<file path="config.mk">
export PLATFORM = sky130hd
export DESIGN_NAME = egu_par_initiator
export DESIGN_NICKNAME = d
export VERILOG_FILES = /design/src/rtl/egu_par_initiator.sv
export SDC_FILE = /design/constraint.sdc
export NUM_CORES = 1
export LEC_CHECK = 0
export BUFFER_PORTS_ARGS = -buffer_cell sky130_fd_sc_hd__buf_4
export CAP_MARGIN = 40
export CORE_MARGIN = 1
export CORE_UTILIZATION = 30
export DETAILED_ROUTE_END_ITERATION = 10
export PLACE_DENSITY = 0.64
export SETUP_SLACK_MARGIN = 0.3
export SYNTH_ARGS = -nofsm -noshare
export SYNTH_HDL_FRONTEND = slang
export SYNTH_SLANG_ARGS = --single-unit
</file>
<file path="constraint.sdc">
create_clock -name clk -period 2.9 [get_ports clk]
set_input_delay 0.145 -clock clk [delete_from_list [all_inputs] [get_ports clk]]
set_output_delay 0.145 -clock clk [all_outputs]
set_load 0.02 [all_outputs]
</file>
<file path="src/rtl/egu_par_initiator.sv">
// rtl/egu_par_initiator.sv - PAR-bus initiator that triggers tasks and polls/clears events per command
module egu_par_initiator #(
    parameter int PAR_AW     = 12,
    parameter int PAR_DW     = 32,
    parameter int PAR_WW     = 4,
    parameter int NUM_TASKS  = 8,
    parameter int NUM_EVENTS = 8,
    parameter int TASK_BASE  = 'h000,
    parameter int EVENT_BASE = 'h100,
    parameter int POLL_GAP   = 4,
    parameter int MAX_POLLS  = 255
) (
    input  logic              clk,
    input  logic              rst_n,
    input  logic              cmd_valid,
    output logic              cmd_ready,
    input  logic [1:0]        cmd_op,
    input  logic [2:0]        cmd_idx,
    output logic              rsp_valid,
    input  logic              rsp_ready,
    output logic [1:0]        rsp_status,
    output logic [7:0]        rsp_polls,
    output logic              par_sel,
    output logic              par_we,
    output logic [PAR_AW-1:0] par_addr,
    output logic [PAR_DW-1:0] par_wdata,
    output logic [PAR_WW-1:0] par_wstrb,
    input  logic              par_ready,
    input  logic [PAR_DW-1:0] par_rdata
);
    localparam int GW = $clog2(POLL_GAP + 2);

    typedef enum logic [2:0] {IDLE, TASK_WR, EVT_RD, GAP, EVT_CLR, RESP} state_t;

    state_t          state_q, state_d;
    logic [1:0]      op_q, op_d;
    logic [2:0]      idx_q, idx_d;
    logic [1:0]      status_q, status_d;
    logic [7:0]      polls_q, polls_d;
    logic [GW-1:0]   gap_q, gap_d;
    logic            done_q;
    logic            bus_state, xfer, bad_idx;
    logic [PAR_AW-1:0] task_addr, evt_addr;
    logic            unused_rdata;

    assign unused_rdata = ^par_rdata[PAR_DW-1:1];

    assign bad_idx = (((cmd_op == 2'b00) || (cmd_op == 2'b10)) && ({29'd0, cmd_idx} >= NUM_TASKS)) ||
                     ((cmd_op != 2'b00) && ({29'd0, cmd_idx} >= NUM_EVENTS));

    assign task_addr = PAR_AW'(TASK_BASE)  + PAR_AW'({idx_q, 2'b00});
    assign evt_addr  = PAR_AW'(EVENT_BASE) + PAR_AW'({idx_q, 2'b00});

    // done_q forces one deselected cycle after every completion so transfers never merge
    assign bus_state = (state_q == TASK_WR) || (state_q == EVT_RD) || (state_q == EVT_CLR);
    assign par_sel   = bus_state && !done_q;
    assign xfer      = par_sel && par_ready;
    assign par_we    = par_sel && (state_q != EVT_RD);
    assign par_addr  = !par_sel ? '0 : ((state_q == TASK_WR) ? task_addr : evt_addr);
    assign par_wdata = (par_sel && (state_q == TASK_WR)) ? PAR_DW'(1) : '0;
    assign par_wstrb = par_we ? '1 : '0;

    assign cmd_ready  = rst_n && (state_q == IDLE);
    assign rsp_valid  = (state_q == RESP);
    assign rsp_status = status_q;
    assign rsp_polls  = polls_q;

    always_comb begin
        state_d  = state_q;
        op_d     = op_q;
        idx_d    = idx_q;
        status_d = status_q;
        polls_d  = polls_q;
        gap_d    = gap_q;
        case (state_q)
            IDLE: begin
                if (cmd_valid) begin
                    op_d     = cmd_op;
                    idx_d    = cmd_idx;
                    polls_d  = 8'd0;
                    status_d = 2'b00;
                    if (bad_idx) begin
                        status_d = 2'b10;
                        state_d  = RESP;
                    end else begin
                        case (cmd_op)
                            2'b01:   state_d = EVT_RD;
                            2'b11:   state_d = EVT_CLR;
                            default: state_d = TASK_WR;
                        endcase
                    end
                end
            end
            TASK_WR: begin
                if (xfer) state_d = (op_q == 2'b10) ? EVT_RD : RESP;
            end
            EVT_RD: begin
                if (xfer) begin
                    polls_d = polls_q + 8'd1;
                    if (par_rdata[0]) begin
                        state_d = EVT_CLR;
                    end else if (polls_q + 8'd1 == 8'(MAX_POLLS)) begin
                        status_d = 2'b01;
                        state_d  = RESP;
                    end else if (POLL_GAP == 0) begin
                        state_d = EVT_RD;
                    end else begin
                        gap_d   = '0;
                        state_d = GAP;
                    end
                end
            end
            GAP: begin
                if (gap_q == GW'(POLL_GAP - 1)) state_d = EVT_RD;
                else                            gap_d   = gap_q + GW'(1);
            end
            EVT_CLR: begin
                if (xfer) state_d = RESP;
            end
            RESP: begin
                if (rsp_ready) state_d = IDLE;
            end
            default: state_d = IDLE;
        endcase
    end

    always_ff @(posedge clk or negedge rst_n) begin
        if (!rst_n) begin
            state_q  <= IDLE;
            op_q     <= 2'b00;
            idx_q    <= 3'd0;
            status_q <= 2'b00;
            polls_q  <= 8'd0;
            gap_q    <= '0;
            done_q   <= 1'b0;
        end else begin
            state_q  <= state_d;
            op_q     <= op_d;
            idx_q    <= idx_d;
            status_q <= status_d;
            polls_q  <= polls_d;
            gap_q    <= gap_d;
            done_q   <= xfer;
        end
    end
endmodule
</file>
# == Yosys cells after proc, flatten, opt, wreduce, memory -nomap -nowiden ==
# Cells that the tools add are included.
# Widths: inputs -> output; s select.
# totals
out_inout_bits,62
word_cells,75
regBits,22
# classes
muxes,28
n_eq_ne,21
addsub,3
n_reduce_logical,16
# ops
op,n
$mux 3,13
$mux 10,2
$pmux 3 s6,1
$mux 8,2
$ne 2x2->1 const B,8
$pmux 8 s2,1
$pmux 3 s2,2
$add 9x5->10 const A,1
$reduce_and 5->1,2
$eq 3x2->1 const B,3
$add 8x1->8 const B,1
$eq 8x8->1 const B,1
$mux 2,4
$eq 3x3->1 const B,2
$reduce_and 6->1,1
$logic_and 1x1->1,5
$eq 2x2->1 const B,2
$mux 4,1
$ne 2x1->1 const B,2
$pmux 2 s2,1
$reduce_bool 2->1,2
$add 3x1->3 const B,1
$eq 3x1->1 const B,1
$logic_not 3->1,1
other kinds (7),8

# == Longest topological paths before layout ==
# logic_depth
word_depth,7
depth_mapped,7

# == Worst setup path before layout ==
# OpenSTA, ideal clock, no wires.
# synth_path
path_kind,register to output
from,register state_q[0]
to,output port par_wstrb[0]
slack_ns,0.823
arrival_ns,1.932
t_required_ns,2.755
path_buffers,2
path_stages_with_launch,6
path_cell_list,dfrtp_1 -> clkbuf_1 -> xor2_1 -> o21ai_0 -> nor3_1 -> buf_4
# synth_via
elab_chain_len,6
word_cells_on_any_way,9
# synth_lines
item,line,text
start: declaration,35,"state_t state_q, state_d;"
start signal: assignment,137,state_q <= state_d;
$eq 3x1->1 or $eq 3x2->1 (tied branches),55,assign bus_state = (state_q == TASK_WR) || (state_q == EVT_RD) || (state_q == EVT_CLR);
$logic_or 1x1->1 (2 in a row),55,
$logic_and 1x1->1,56,assign par_sel = bus_state && !done_q;
$logic_and 1x1->1 *,58,assign par_we = par_sel && (state_q != EVT_RD);
via par_we,24,"output logic par_we,"
$mux 4 *,61,assign par_wstrb = par_we ? '1 : '0;
end: declaration,27,"output logic [PAR_WW-1:0] par_wstrb,"
# The timed path passes the listed nets; every way through them passes the cells marked *.

# == Final worst setup path ==
# layout_path
from,register state_q[1]
to,output port par_wstrb[3]
# layout_via
elab_chain_len,6
word_cells_on_any_way,9
# layout_lines
item,line
$eq 3x1->1 or $eq 3x2->1 (tied branches),55
$logic_or 1x1->1 (2 in a row),55
$logic_and 1x1->1,56
$logic_and 1x1->1 *,58
$mux 4 *,61
# Every way passes the cells marked *; elsewhere a longest branch is shown, timed or not.

==> run summary <==
The run finished with clean final reports. The aggregate global-route resource usage is 0.114. The classification of the worst setup path is flip-flop to output port. The via total after detailed routing came out at 1384.

The share of the synthesized area in the top cell type is 0.305. The number of cells in the design after placement is slightly below 300. Setup repair after global routing left no endpoint under its margin. The share of the clock period used by the worst path after layout is 0.792.

The total setup buffers inserted after CTS is 0. The capture point of the critical path is par_wstrb[3]. In this run the worst setup path begins at state_q[1]$_DFFE_PN0P_. The TritonCTS clock tree is done. On the worst path, the slowest cell contributes a delay of 730 ps. The worst path needs between 2000 and 2500 ps of the cycle, external delays included. The worst hold path belongs to the class primary input to flip-flop. The synthesized design contains 21 register bits.

The flop-to-flop setup slack is 770 ps. The endpoint of the worst-slack reg-to-reg timing path is state_q[1]$_DFFE_PN0P_. The worst setup path is launched from a flip-flop.

The total global routing overflow is 0. The leakage dissipation is about 0.00085 uW. The iteration count of the initial detailed-routing pass is 4. The number of antenna diodes came out at 0. The clock transition time at the flip-flop clock pins of the worst setup and hold paths came out at 80 ps.

After detailed routing, the number of remaining DRC violations is 0. The layout overhead on the synthesized area came out at 9.75%. The number of enable-type register cells in the synthesized netlist came out at 0. The number of primary I/O pins came out at between 100 and 150. The path depth of the worst reg2reg path is 5. The initial core utilization is 0.312. The power density over the cells came out at approximately 880 nW/um^2. The number of warning messages in the yosys log is 0. The region available for standard cell placement spans 5510 sq um. The clock latency at the later pin of the worst-skew pair came out at approximately 260 ps.

Data arrives at the worst endpoint at 2150 ps. The tightest slew margin relative to the limit came out at 0.507. The count of different cell masters after synthesis is 50. Of the synthesized area, sequential elements account for 0.305.

The number of global-route vias before repair is 1216. The clock sink count is 21. The sum of negative setup slack is 0 ps.

The remaining number of nets flagged by the antenna check after routing came out at 0. The highest achievable clock rate is 435 MHz. The final routed wire length divided by cell count is roughly 11 um. The max-slew violation count is 0. By area the synthesized netlist is led by dfrtp_1 31%, buf_4 19%, o21ai_0 4.4%. The share of flip-flops with an asynchronous set or reset came out at 1.00. At the pin with the least slew margin, the transition time is around 740 ps. The post-placement cell area is about 1800 sq um. The routability congestion estimate is just under 0.8. The startpoint identified for the worst hold timing path is cmd_idx[0]. The final design utilization is 0.343. The floorplan step set the die height to 77.7 um. STA classifies the critical path endpoint as an output port.

The required time of the critical path is about 2800 ps. The final setup violation count is 0. In this run the number of H-tree levels came out at 1. Traced cell by cell, the critical path runs through nor3b_1, nor3_1, buf_4. The number of I/O port buffers came out at 32.

The root buffer selected by CTS is clkbuf_8. The final cell area excluding filler cells is ~1900 sq um. The startpoint identified for the worst register-to-register timing path is rsp_polls[0]$_DFFE_PN0P_. The total of max-cap violations is 0. VDD sags by at most 0.509 mV. The final non-filler cell total came out at 301. The detailed router's first-iteration violation count is 27. The number of filler instances in the final layout came out at between 500 and 600. The number of standard-cell rows in the floorplan is 27. The number of antenna violations at the first check in global routing came out at 0. The final layout net count is ~280. The number of hold-slack violations in the final timing report came out at 0. The post-detailed-routing wire length came out at 3420 um. The per-cell via count in the routed design is ~4.6.

Summed over all nets, the half-perimeter wirelength after detailed placement is 2460 um. The floorplan step defined a die boundary enclosing just over 6000 sq um. The cell area that synthesis handed to floorplanning was 1720 sq um. Hold timing on the final database bottoms out at a slack of ~120 ps. Of all nets on the critical path, the largest fanout is 20. The first-pass GRT wire length came out at approximately 5600 um. Summed over all instances, the cell type with the most area after synthesis is dfrtp_1. The number of buffers created by CTS came out at 3. In the final layout, the share of cells above drive strength 1 is 0.201.

The average cell area after synthesis came out at between 8 and 9 sq um. The die span in x came out at 77.7 um. No sink is reached through more buffers than the 2 on the longest clock path.

The synthesized instance count came out at 205. Among all flip-flop cells after synthesis, the most frequent one is dfrtp_1. The maximum number of pins on one net before global-route repair came out at 25. The worst clock skew on the final layout is around 3.2 ps. For this design, the slowest cell found on the critical path is dfrtp_1.
[per-stage QoR]
stage | setup slack, ps | power (uW)
after global placement | 797 | 1460
after floorplan | 823 | 1270
after CTS | 576 | 1670
after global routing | 360 | 1790
after detailed placement | 796 | 1470
final | 603 | 1650
[routing by layer]
metal	GRT usage	share of wire	vias up
met1	0.160	0.48	645
met3	0.0153	0.047	4
met2	0.185	0.46	53
met4	0.0283	0.0091	0
met5	0	0	-
li1	-	-	682
[worst min path at each step]
| stage | end | slack [ps] | cells after the start |
|---|---|---|---|
| floorplan | done_q$_DFF_PN0_ | -150 | 0 |
| global placement | op_q[1]$_DFFE_PN0P_ | 60 | 1 |
| detailed placement | op_q[1]$_DFFE_PN0P_ | 60 | 1 |
| CTS | idx_q[1]$_DFFE_PN0P_ | 110 | 2 |
| global route | idx_q[2]$_DFFE_PN0P_ | 110 | 2 |
| finish | idx_q[0]$_DFFE_PN0P_ | 120 | 2 |
[cells in the mapped netlist (3+ instances only)]
cell      count
a21oi_1       7
and2_1        6
buf_4        44
clkbuf_1      5
dfrtp_1      21
ha_1          4
inv_1         8
mux2_2        6
nand2_1      13
nand3_1       5
nand3b_1      3
nand4_1       3
nor2_1       15
nor3_1        3
o21ai_0      15
o31ai_1       6
[critical path: cells and delay by family, from the launching register on]
family        cells  cell delay (ps)
buf+inv           1              230
flops             1              730
simple gates      2              930
[timing repair]
item                      in CTS  in global routing
hold buffers                   1                  0
gates resized for setup        0                  0
hold endpoints to repair      21                  0
[cell usage in the layout, fill, tap and decap left out, types with 2 or more instances in the layout]
cell type	netlist	routed
dfrtp_1	21	21
nor3b_1	2	2
nor3_1	3	3
conb_1	1	40
a21oi_1	7	7
nand2b_1	2	2
clkbuf_8	0	3
nor2_1	15	15
ha_1	4	4
inv_1	8	8
nand3_1	5	5
or2b_1	2	2
o41ai_1	2	2
o21ai_0	15	15
mux2_2	6	6
nand2_1	13	13
o22ai_1	2	2
and2_1	6	6
o31ai_1	6	6
buf_4	44	32
xnor2_1	2	2
nand4_1	3	3
nand3b_1	3	3
[final cells by class]
cell class,count,area [sq um],share of cell area
clock buffer,4,45.0,0.0239
inverter,8,30.0,0.0159
multi-input combinational,163,947,0.502
sequential,21,526,0.278
tap,72,90.1,0.0477
timing repair buffer,33,250,0.133
[sequential cells by signal, indices dropped and copies added, names as in the netlist]
signal / count
state_q: 3
done_q: 1
rsp_polls: 8
idx_q: 3
rsp_status: 1
op_q: 2
gap_q: 3
[where the power goes]
group          total [uW]  switching (uW)  internal [uW]
Combinational         950             532            418
Sequential            511             135            376
Clock                 194            95.9           97.9
[kinds of logic after synthesis]
logic type | Yosys count | synth area share
other | 1 | 0.00218
adders and majority gates | 4 | 0.0291
buffers and inverters | 60 | 0.229
muxes | 6 | 0.0393
AOI/OAI and AO/OA | 46 | 0.182
xor gates and xnor gates | 3 | 0.0153
and+or+nand+nor | 64 | 0.198
DFF | 21 | 0.305
Note: power is estimated with default switching activity, not from simulation.
